File: config.mk
export PLATFORM = sky130hd
export DESIGN_NAME = phase_timer
export DESIGN_NICKNAME = d
export VERILOG_FILES = /design/src/rtl/tc_pkg.sv /design/src/rtl/tick_prescaler.sv /design/src/rtl/phase_timer.sv
export SDC_FILE = /design/constraint.sdc
export NUM_CORES = 1
export LEC_CHECK = 0
export CORE_MARGIN = 2
export CORE_UTILIZATION = 55
export CTS_CLUSTER_DIAMETER = 80
export DETAILED_ROUTE_END_ITERATION = 10
export GPL_TIMING_DRIVEN = 0
export PLACE_DENSITY = 0.91
export SYNTH_ARGS = -nofsm -noshare
export SYNTH_HDL_FRONTEND = slang
export SYNTH_HIERARCHICAL = 1
export SYNTH_SLANG_ARGS = --single-unit
File: constraint.sdc
create_clock -name clk -period 3.74 [get_ports clk]
set_input_delay 0.748 -clock clk [delete_from_list [all_inputs] [get_ports clk]]
set_output_delay 0.748 -clock clk [all_outputs]
set_load 0.05 [all_outputs]
File: src/rtl/tc_pkg.sv
// Shared types and helpers for the phase timer block.
package tc_pkg;

  // Countdown controller states.
  typedef enum logic [1:0] {
    IDLE = 2'd0,
    RUN  = 2'd1,
    HOLD = 2'd2
  } phase_timer_state_t;

  // Clock cycles per tick for a given clock and tick rate.
  function automatic int unsigned prescale_of(input int unsigned clk_hz,
                                              input int unsigned tick_hz);
    return clk_hz / tick_hz;
  endfunction

endpackage

File: src/rtl/tick_prescaler.sv
// Free-running modulo-PRESCALE counter. The tick output is the combinational
// wrap strobe: high during the cycle whose rising edge takes the count from
// PRESCALE-1 back to 0. The parent registers it so the visible tick lines up
// with the edge that performs the wrap.
module tick_prescaler #(
  parameter int unsigned PRESCALE = 10
) (
  input  logic clk,
  input  logic reset,
  input  logic enable,
  input  logic clear,
  output logic tick
);

  localparam int unsigned CNT_W = $clog2(PRESCALE);
  localparam logic [CNT_W-1:0] LAST = CNT_W'(PRESCALE - 1);

  logic [CNT_W-1:0] cnt_q;
  logic [CNT_W-1:0] cnt_d;

  // Next count: clear wins, otherwise advance and wrap while enabled.
  always_comb begin
    cnt_d = cnt_q;
    tick  = 1'b0;
    if (clear) begin
      cnt_d = '0;
    end else if (enable) begin
      if (cnt_q == LAST) begin
        cnt_d = '0;
        tick  = 1'b1;
      end else begin
        cnt_d = cnt_q + 1'b1;
      end
    end
  end

  // Count register with synchronous reset.
  always_ff @(posedge clk) begin
    if (reset) begin
      cnt_q <= '0;
    end else begin
      cnt_q <= cnt_d;
    end
  end

endmodule

File: src/rtl/phase_timer.sv
// Loadable tick-based countdown timer with pause, abort and expiry pulse.
//
// Edge priority: reset > abort > load > pause > tick-decrement.
// The prescaler is frozen while enable is low or while the FSM sits in HOLD.
// On the edge where pause is first seen in RUN the FSM moves to HOLD and no
// decrement happens on that edge, even if the prescaler wraps there.
// state_dbg mirrors the registered FSM state for observation.
module phase_timer
  import tc_pkg::*;
#(
  parameter int unsigned CLK_HZ  = 100_000_000,
  parameter int unsigned TICK_HZ = 1,
  parameter int unsigned CNT_W   = 8
) (
  input  logic               clk,
  input  logic               reset,
  input  logic               enable,
  input  logic               load,
  input  logic [CNT_W-1:0]   load_val,
  input  logic               pause,
  input  logic               abort,
  output logic               tick,
  output logic [CNT_W-1:0]   remaining,
  output logic               busy,
  output logic               done,
  output phase_timer_state_t state_dbg
);

  localparam int unsigned PRESCALE = prescale_of(CLK_HZ, TICK_HZ);

  if (((CLK_HZ % TICK_HZ) != 0) || (PRESCALE < 2)) begin : g_bad_cfg
    $error("phase_timer: CLK_HZ must be a multiple of TICK_HZ giving PRESCALE >= 2");
  end

  phase_timer_state_t state_q, state_d;
  logic [CNT_W-1:0]   rem_q, rem_d;
  logic               tick_q, tick_d;
  logic               done_q, done_d;
  logic               busy_q, busy_d;

  logic presc_en;
  logic presc_clear;
  logic wrap;

  // An abort in the same cycle cancels the load, so it must not clear the
  // prescaler either.
  assign presc_clear = load & ~abort;
  assign presc_en    = enable & (state_q != HOLD);

  tick_prescaler #(
    .PRESCALE (PRESCALE)
  ) u_prescaler (
    .clk    (clk),
    .reset  (reset),
    .enable (presc_en),
    .clear  (presc_clear),
    .tick   (wrap)
  );

  // Next-state, countdown and pulse computation in priority order.
  always_comb begin
    state_d = state_q;
    rem_d   = rem_q;
    done_d  = 1'b0;
    if (abort) begin
      state_d = IDLE;
      rem_d   = '0;
    end else if (load) begin
      rem_d = load_val;
      if (load_val != '0) begin
        state_d = RUN;
      end else begin
        state_d = IDLE;
        done_d  = 1'b1;
      end
    end else begin
      case (state_q)
        RUN: begin
          if (pause) begin
            state_d = HOLD;
          end else if (wrap && (rem_q != '0)) begin
            rem_d = rem_q - 1'b1;
            if (rem_q == CNT_W'(1)) begin
              state_d = IDLE;
              done_d  = 1'b1;
            end
          end
        end
        HOLD: begin
          if (!pause) begin
            state_d = RUN;
          end
        end
        default: begin
          state_d = IDLE;
        end
      endcase
    end
    tick_d = wrap;
    busy_d = (state_d != IDLE);
  end

  // FSM state and registered outputs.
  always_ff @(posedge clk) begin
    if (reset) begin
      state_q <= IDLE;
      rem_q   <= '0;
      tick_q  <= 1'b0;
      done_q  <= 1'b0;
      busy_q  <= 1'b0;
    end else begin
      state_q <= state_d;
      rem_q   <= rem_d;
      tick_q  <= tick_d;
      done_q  <= done_d;
      busy_q  <= busy_d;
    end
  end

  assign tick      = tick_q;
  assign remaining = rem_q;
  assign busy      = busy_q;
  assign done      = done_q;
  assign state_dbg = state_q;

endmodule

==> metrics.cfg, run 1 <==
[outcome]
outcome=complete, no violations

[sta]
worstMarginPinSlew_ps=522
timing.max_slew.rel_slack=0.649
report.final.hold_viol_count=0
grt_setup_unrepaired=false
final.min_clock_period_ps=3390
setup_tns_ps=0
finalSetupViolCount=0
period_share=0.907
drv_slew=0
achievable-frequency_ghz=0.295
worst_clock_skew_ps=4.58

[yosys]
syn-num-nets=271
synth_top_cells_by_count=40 x dfxtp_1, 20 x a21oi_1, 19 x nor2_1, 14 x nand2_1
postSynthAreaPerCell_um2=8.77
ys_warn_count=6
synth_top_cells_by_area=dfxtp_1 36%, a21oi_1 4.5%, xnor2_1 3.6%
synth_enable_flop_cells=0
synth_most_common_cell=dfxtp_1
yosysSeqAreaShare=0.364
synth_cell_types=54
synth_ff_type=dfxtp_1
yosysTopAreaCellShare=0.364
synth_cells=251
post_synth_instance_area_um2=2200
ffs_w_async_s_r_synth=0
synthDominantAreaCellType=dfxtp_1
yosys_register_bits=40

[worst_setup_path]
start_kind=input port
slowest_stage=a211oi_1
ordered_list_of_cells_on_the_worst_path=clkdlybuf4s50_1, nor2b_1, and3_2, nand3_1, nor4_2, nand3b_2, a211oi_1, a211oi_1, nor4_1
crit_path_end_kind=flop
worst_path_most_repeated_cell=a211oi_1
critical_path_buf_inv_count=1
criticalPathCategory=in -> reg
critical-path-max-stage-delay_ps=460
crit_required_ps=3950
worst-endpoint-arrival_ps=3600
critical_path.top_delay_family=simple AND/OR/NAND/NOR gates
critical_path.max_fanout=7

[finish]
area.growth.synth_to_final_pct=19.0
area_of_combinational_cells_with_multiple_inputs_um2=1300
finalCoreUtilization=0.700
finalInstanceArea_um2=2620
nNetsFinal=304
nFillCells=290
antenna_cells_inserted=0
seq_area_um2=801
final_layout_size_suffix_gt1_frac=0.105

[placed_design]
place_area_um2=2520
buffer_ports.inserted=26
gpl.final_weighted_congestion=0.819
detailedPlacementHpwl_um=3760

[clock_tree]
cts.htree.levels=2
cts.root.buffer_cell=clkbuf_8
tritoncts_clock_tree=done
cts_post_setup_buffers_inserted=0
clock_sinks=40
clk_transition_reported_paths_ps=70
number_of_buffers_created_by_cts=5
cts.repair.resized=0
insertion_delay_ps=290
max-clock-path-buffers=2
post_cts_hold_buffer_count=0

[power]
power.total_mw=0.827
vdd_ir_drop_max_mv=0.216
p_leak_nw=0.884
power_per_cell_area_nw_per_um2=316

[drt]
detail_route.first_pass.iterations=4
drt_first_iter_violations=126
route.detailed.vias_per_inst=6.17
vias=2056
detail_route.drc_violations=0
detail_route.wirelength_um=5120
final_antenna_net_count=0
detail_route.wl_per_cell_um=15.4

[floorplan]
floorplan.initialDensity=0.588
die_h_um=67.3
die_area_um2=4530
fp-row-count=22
placeableCoreArea_um2=3740
die_x_um=67.3
floorplan.io_pins=27

[grt]
grt_antenna_before_repair=0
grt_pass1_wl_um=8520
via_count_of_the_first_global_routing_pass=1897
grt_start_max_net_pins=13
overflow=0
grt_util_all_layers=0.249

[flow_run]
drv.max_cap_violation_count=0

[worst_hold_path]
hold_path_class=reg -> reg

-- cell families after synthesis --
logic type | count (synthesis) | share of synthesized area
adder cells (fa/ha/maj) | 6 | 0.0341
AO/OA/AOI/OAI | 58 | 0.169
AND/OR/NAND/NOR | 111 | 0.323
flip-flops | 40 | 0.364
buffers and inverters | 21 | 0.0506
XOR/XNOR | 14 | 0.0557
multiplexers | 1 | 0.00455
-- worst min-delay path, delay by kind of cell (launching register included) --
kind	cells	cell delay, ps
DFF	1	330
AOI/OAI and AO/OA	2	120
-- metrics by stage --
stage,hold WS [ps],worst slack [ps],std cells
global placement,458,-1.89,325
detailed placement,483,-54.4,325
global route,522,33.7,333
CTS,498,241,333
floorplan,442,514,251
finish,495,348,333
-- state kept, by name, summed over array words and instances (netlist names) --
name	flops
busy	1
done	1
remaining	8
state_dbg	2
tick	1
u_prescaler/cnt_q	27
-- final timing paths --
check	end	depth (start not counted)	slack, ps	startpoint
worst max-delay path	remaining[4]$_SDFFE_PP0P_	9	350	enable
worst min-delay path	u_prescaler/cnt_q[23]$_SDFFE_PP0P_	2	490	u_prescaler/cnt_q[23]$_SDFFE_PP0P_
worst max register to register	remaining[4]$_SDFFE_PP0P_	10	580	state_dbg[0]$_SDFF_PP0_
worst min register to register	u_prescaler/cnt_q[23]$_SDFFE_PP0P_	2	490	u_prescaler/cnt_q[23]$_SDFFE_PP0P_
-- per-layer routing --
layer  up-vias  GRT usage  wire length, µm
met4         0     0.0893               76
li1       1015          -                -
met1       990      0.283             2200
met5         -          0                0
met3         7     0.0583              180
met2        44      0.452             2660
-- power breakdown --
part | total [mW] | internal, mW | switching, mW
combinational | 0.0907 | 0.0393 | 0.0515
clock | 0.298 | 0.147 | 0.150
sequential | 0.439 | 0.431 | 0.00749
total | 0.827 | 0.618 | 0.209
-- cell type report --
cell class	count	share of cell area
Multi-Input combinational cell	190	0.495
Sequential cell	40	0.305
Timing Repair Buffer	26	0.0993
Clock buffer	6	0.0315
Buffer	10	0.0267
Tap cell	48	0.0229
Inverter	11	0.0158
Clock inverter	2	0.00382
-- layout by cell type (no fill, tap or decap), drive strengths merged, types with 3 or more instances in the layout --
cell type | synthesis | final
nand4 | 11 | 11
o31ai | 7 | 7
buf | 7 | 7
clkbuf | 3 | 9
nand2b | 3 | 3
nor2b | 3 | 3
clkdlybuf4s50 | 0 | 26
or4 | 6 | 6
nor2 | 19 | 19
nand2 | 14 | 14
a21oi | 21 | 21
a211oi | 6 | 6
nor3 | 3 | 3
nand3 | 10 | 10
nor4 | 8 | 8
or3 | 11 | 11
inv | 11 | 11
xnor2 | 9 | 9
o21ai | 11 | 11
xor2 | 5 | 5
dfxtp | 40 | 40
and4 | 7 | 7
nor4b | 5 | 5
ha | 6 | 6
Note: power is estimated with default switching activity, not from simulation.
==> inputs of run 2 (changes only) <==
CAP_MARGIN = 15   (was not set)
==> results of run 2 <==
No change in the layout: final DEF, timing and power equal those of run 1.
==> inputs of run 3 (changes only) <==
CORE_UTILIZATION = 59   (was 55)
PLACE_DENSITY = 0.95   (was 0.91)
clock period = 4.1 ns   (was 3.74 ns; I/O delays follow)
==> metrics.cfg, run 3 (synthesis results as in run 1) <==
[flow_run]
drv.max_cap_violation_count=0  ; unchanged

[finish]
max_flop_register=u_prescaler/cnt_q  ; unchanged
nFillCells=280  ; was 290
final_common_cell=dfxtp_1  ; unchanged
final_layout_size_suffix_gt1_frac=0.102  ; was 0.105
finish.cell_count_without_fillers=333  ; unchanged
antenna_cells_inserted=0  ; unchanged
seq_area_um2=801  ; unchanged
finalCoreUtilization=0.720  ; was 0.700
area.growth.synth_to_final_pct=18.8  ; was 19.0%
area_of_combinational_cells_with_multiple_inputs_um2=1290  ; was 1300 µm²
nNetsFinal=304  ; unchanged
final_cell_mix=40 x dfxtp_1, 26 x clkdlybuf4s50_1, 20 x a21oi_1, 19 x nor2_1, 14 x nand2_1  ; unchanged
largest_register_ffs=27  ; unchanged

[drt]
vias=2081  ; was 2056
detail_route.first_pass.iterations=4  ; unchanged
drt_first_iter_violations=254  ; was 126
route.detailed.vias_per_inst=6.25  ; was 6.17
detail_route.wl_per_cell_um=15.4  ; about the same
final_antenna_net_count=0  ; unchanged
detail_route.wirelength_um=5130  ; was 5120 µm
detail_route.drc_violations=0  ; unchanged

[placed_design]
gpl.final_weighted_congestion=0.812  ; was 0.819
detailedPlacementHpwl_um=3700  ; was 3760 µm
number_of_placed_instances_taps_included=325  ; unchanged
buffer_ports.inserted=26  ; unchanged

[sta]
grt_setup_unrepaired=false  ; unchanged
worstMarginPinSlew_ps=606  ; was 522 ps
drv_slew=0  ; unchanged
achievable-frequency_ghz=0.262
setup_tns_ps=0  ; unchanged
worst_clock_skew_ps=5.11  ; was 4.58 ps
finalSetupViolCount=0  ; unchanged
worst_hold_slack_ps=501  ; was 495 ps
timing.max_slew.rel_slack=0.592  ; was 0.649
final.min_clock_period_ps=3820
report.final.hold_viol_count=0  ; unchanged
period_share=0.931

[worst_setup_path]
critical_path.top_delay_family=simple AND/OR/NAND/NOR gates  ; unchanged
timing.reg2reg.worst_path_depth=10  ; unchanged
worstSetupEndpoint=remaining[4]$_SDFFE_PP0P_  ; unchanged
critical_path.max_fanout=7  ; unchanged
start_kind=input port  ; unchanged
reg2reg_setup_slack_ps=570  ; was 580 ps
criticalPathCategory=in -> reg  ; unchanged
ordered_list_of_cells_on_the_worst_path=clkdlybuf4s50_1, nor2b_1, and3_2, nand3_1, nor4_1, nand3b_2, a211oi_1, a211oi_1, nor4_1  ; was clkdlybuf4s50_1, nor2b_1, and3_2, nand3_1, nor4_2, nand3b_2, a211oi_1, a211oi_1, nor4_1
reg2reg_to=remaining[4]$_SDFFE_PP0P_  ; unchanged
crit_required_ps=4310  ; was 3950 ps
critical_path_cell_count=9  ; unchanged
setup.worst_path.start=enable  ; unchanged
critical_path_buf_inv_count=1  ; unchanged
slowest_stage=nor4_1  ; was a211oi_1
crit_path_end_kind=flop  ; unchanged
critical-path-max-stage-delay_ps=600  ; was 460 ps
worst-endpoint-arrival_ps=4030  ; was 3600 ps
worst_r2r_startpoint=state_dbg[0]$_SDFF_PP0_  ; unchanged

[grt]
overflow=0  ; unchanged
via_count_of_the_first_global_routing_pass=1867  ; was 1897
grt_start_max_net_pins=13  ; unchanged
grt.met2_usage=0.429  ; was 0.452
grt.met3_usage=0.0445  ; was 0.0583
grt_util_all_layers=0.254  ; was 0.249
grt_pass1_wl_um=8400  ; was 8520 µm
gr-max-usage-layer=met2  ; unchanged
grt_antenna_before_repair=0  ; unchanged
grtUsageMet1=0.321  ; was 0.283

[clock_tree]
tritoncts_clock_tree=done  ; unchanged
cts.htree.levels=2  ; unchanged
number_of_buffers_created_by_cts=5  ; unchanged
cts_post_setup_buffers_inserted=0  ; unchanged
cts.repair.resized=0  ; unchanged
clk_transition_reported_paths_ps=80  ; was 70 ps
max-clock-path-buffers=2  ; unchanged
insertion_delay_ps=300  ; was 290 ps
cts.root.buffer_cell=clkbuf_8  ; unchanged
clock_sinks=40  ; unchanged
post_cts_hold_buffer_count=0  ; unchanged

[power]
p_leak_nw=0.884  ; about the same
power.total_mw=0.759  ; was 0.827 mW
pwr-share-comb=0.110  ; about the same
switching_power_mw=0.195  ; was 0.209 mW
seq_power_share=0.528  ; was 0.531
p_clk_frac=0.363  ; was 0.360
internal_power_mw=0.564  ; was 0.618 mW
power.switching_fraction=0.257  ; was 0.253
power_per_cell_area_nw_per_um2=290  ; was 316 nW/µm²
vdd_ir_drop_max_mv=0.223  ; was 0.216 mV

[outcome]
outcome=complete, no violations  ; unchanged

[floorplan]
placeableCoreArea_um2=3630  ; was 3740 µm²
floorplan.io_pins=27  ; unchanged
floorplan.initialDensity=0.606  ; was 0.588
die_h_um=65.1  ; was 67.3 µm
die_x_um=65.1  ; was 67.3 µm
die_area_um2=4240  ; was 4530 µm²
fp-row-count=22  ; unchanged

[worst_hold_path]
hold_path_class=reg -> reg  ; unchanged

run 3: cell counts in the layout (fill, tap and decap cells not counted):
No cell type changed its count.
run 3: area by class of cell:
cell class,instances,share of cell area
flip-flops and latches,40,0.306
multi-input cells,190,0.493
inverters,11,0.0158
plain buffers,10,0.0268
well taps,48,0.0230
clock inverters,2,0.00383
clock buffers,6,0.0316
repair buffers,26,0.0995
run 3: metal layers:
layer | part of all wire | wire length, µm
met1 | 0.43 | 2200
met2 | 0.50 | 2540
met3 | 0.060 | 306
met5 | 0 | 0
met4 | 0.015 | 76
run 3: power groups by stage:
stage,clock network (mW),logic (mW),registers (mW)
4_1_cts,0.278,0.0831,0.400
2_1_floorplan,0,0.0367,0.422
6_report,0.275,0.0832,0.400
5_1_grt,0.297,0.0895,0.401
3_5_place_dp,0,0.0825,0.409
3_3_place_gp,0,0.0801,0.409
run 3: stage by stage:
step	setup slack (ps)	instance area, µm²
after floorplan	874	2200
after global placement	196	2520
after detailed placement	54.5	2520
after CTS	288	2620
after global routing	18.5	2620
final	284	2620
run 3: worst min path at each step:
stage	slack, ps	depth (start not counted)	start	end
final	500	2	u_prescaler/cnt_q[16]$_SDFFE_PP0P_	u_prescaler/cnt_q[16]$_SDFFE_PP0P_
after global routing	500	2	u_prescaler/cnt_q[26]$_SDFFE_PP0P_	u_prescaler/cnt_q[26]$_SDFFE_PP0P_
after CTS	490	2	u_prescaler/cnt_q[23]$_SDFFE_PP0P_	u_prescaler/cnt_q[23]$_SDFFE_PP0P_
after detailed placement	470	2	u_prescaler/cnt_q[23]$_SDFFE_PP0P_	u_prescaler/cnt_q[23]$_SDFFE_PP0P_
after global placement	460	2	u_prescaler/cnt_q[23]$_SDFFE_PP0P_	u_prescaler/cnt_q[23]$_SDFFE_PP0P_
after floorplan	440	2	u_prescaler/cnt_q[23]$_SDFFE_PP0P_	u_prescaler/cnt_q[23]$_SDFFE_PP0P_
run 3: worst register-to-register path: stages (launching register included):
cell and delay (ps):
dfxtp_1 370, inv_1 90, ha_1 240, nor2b_1 380
and3_2 360, nand3_1 200, nor4_1 600, nand3b_2 280
a211oi_1 530, a211oi_1 160, nor4_1 250
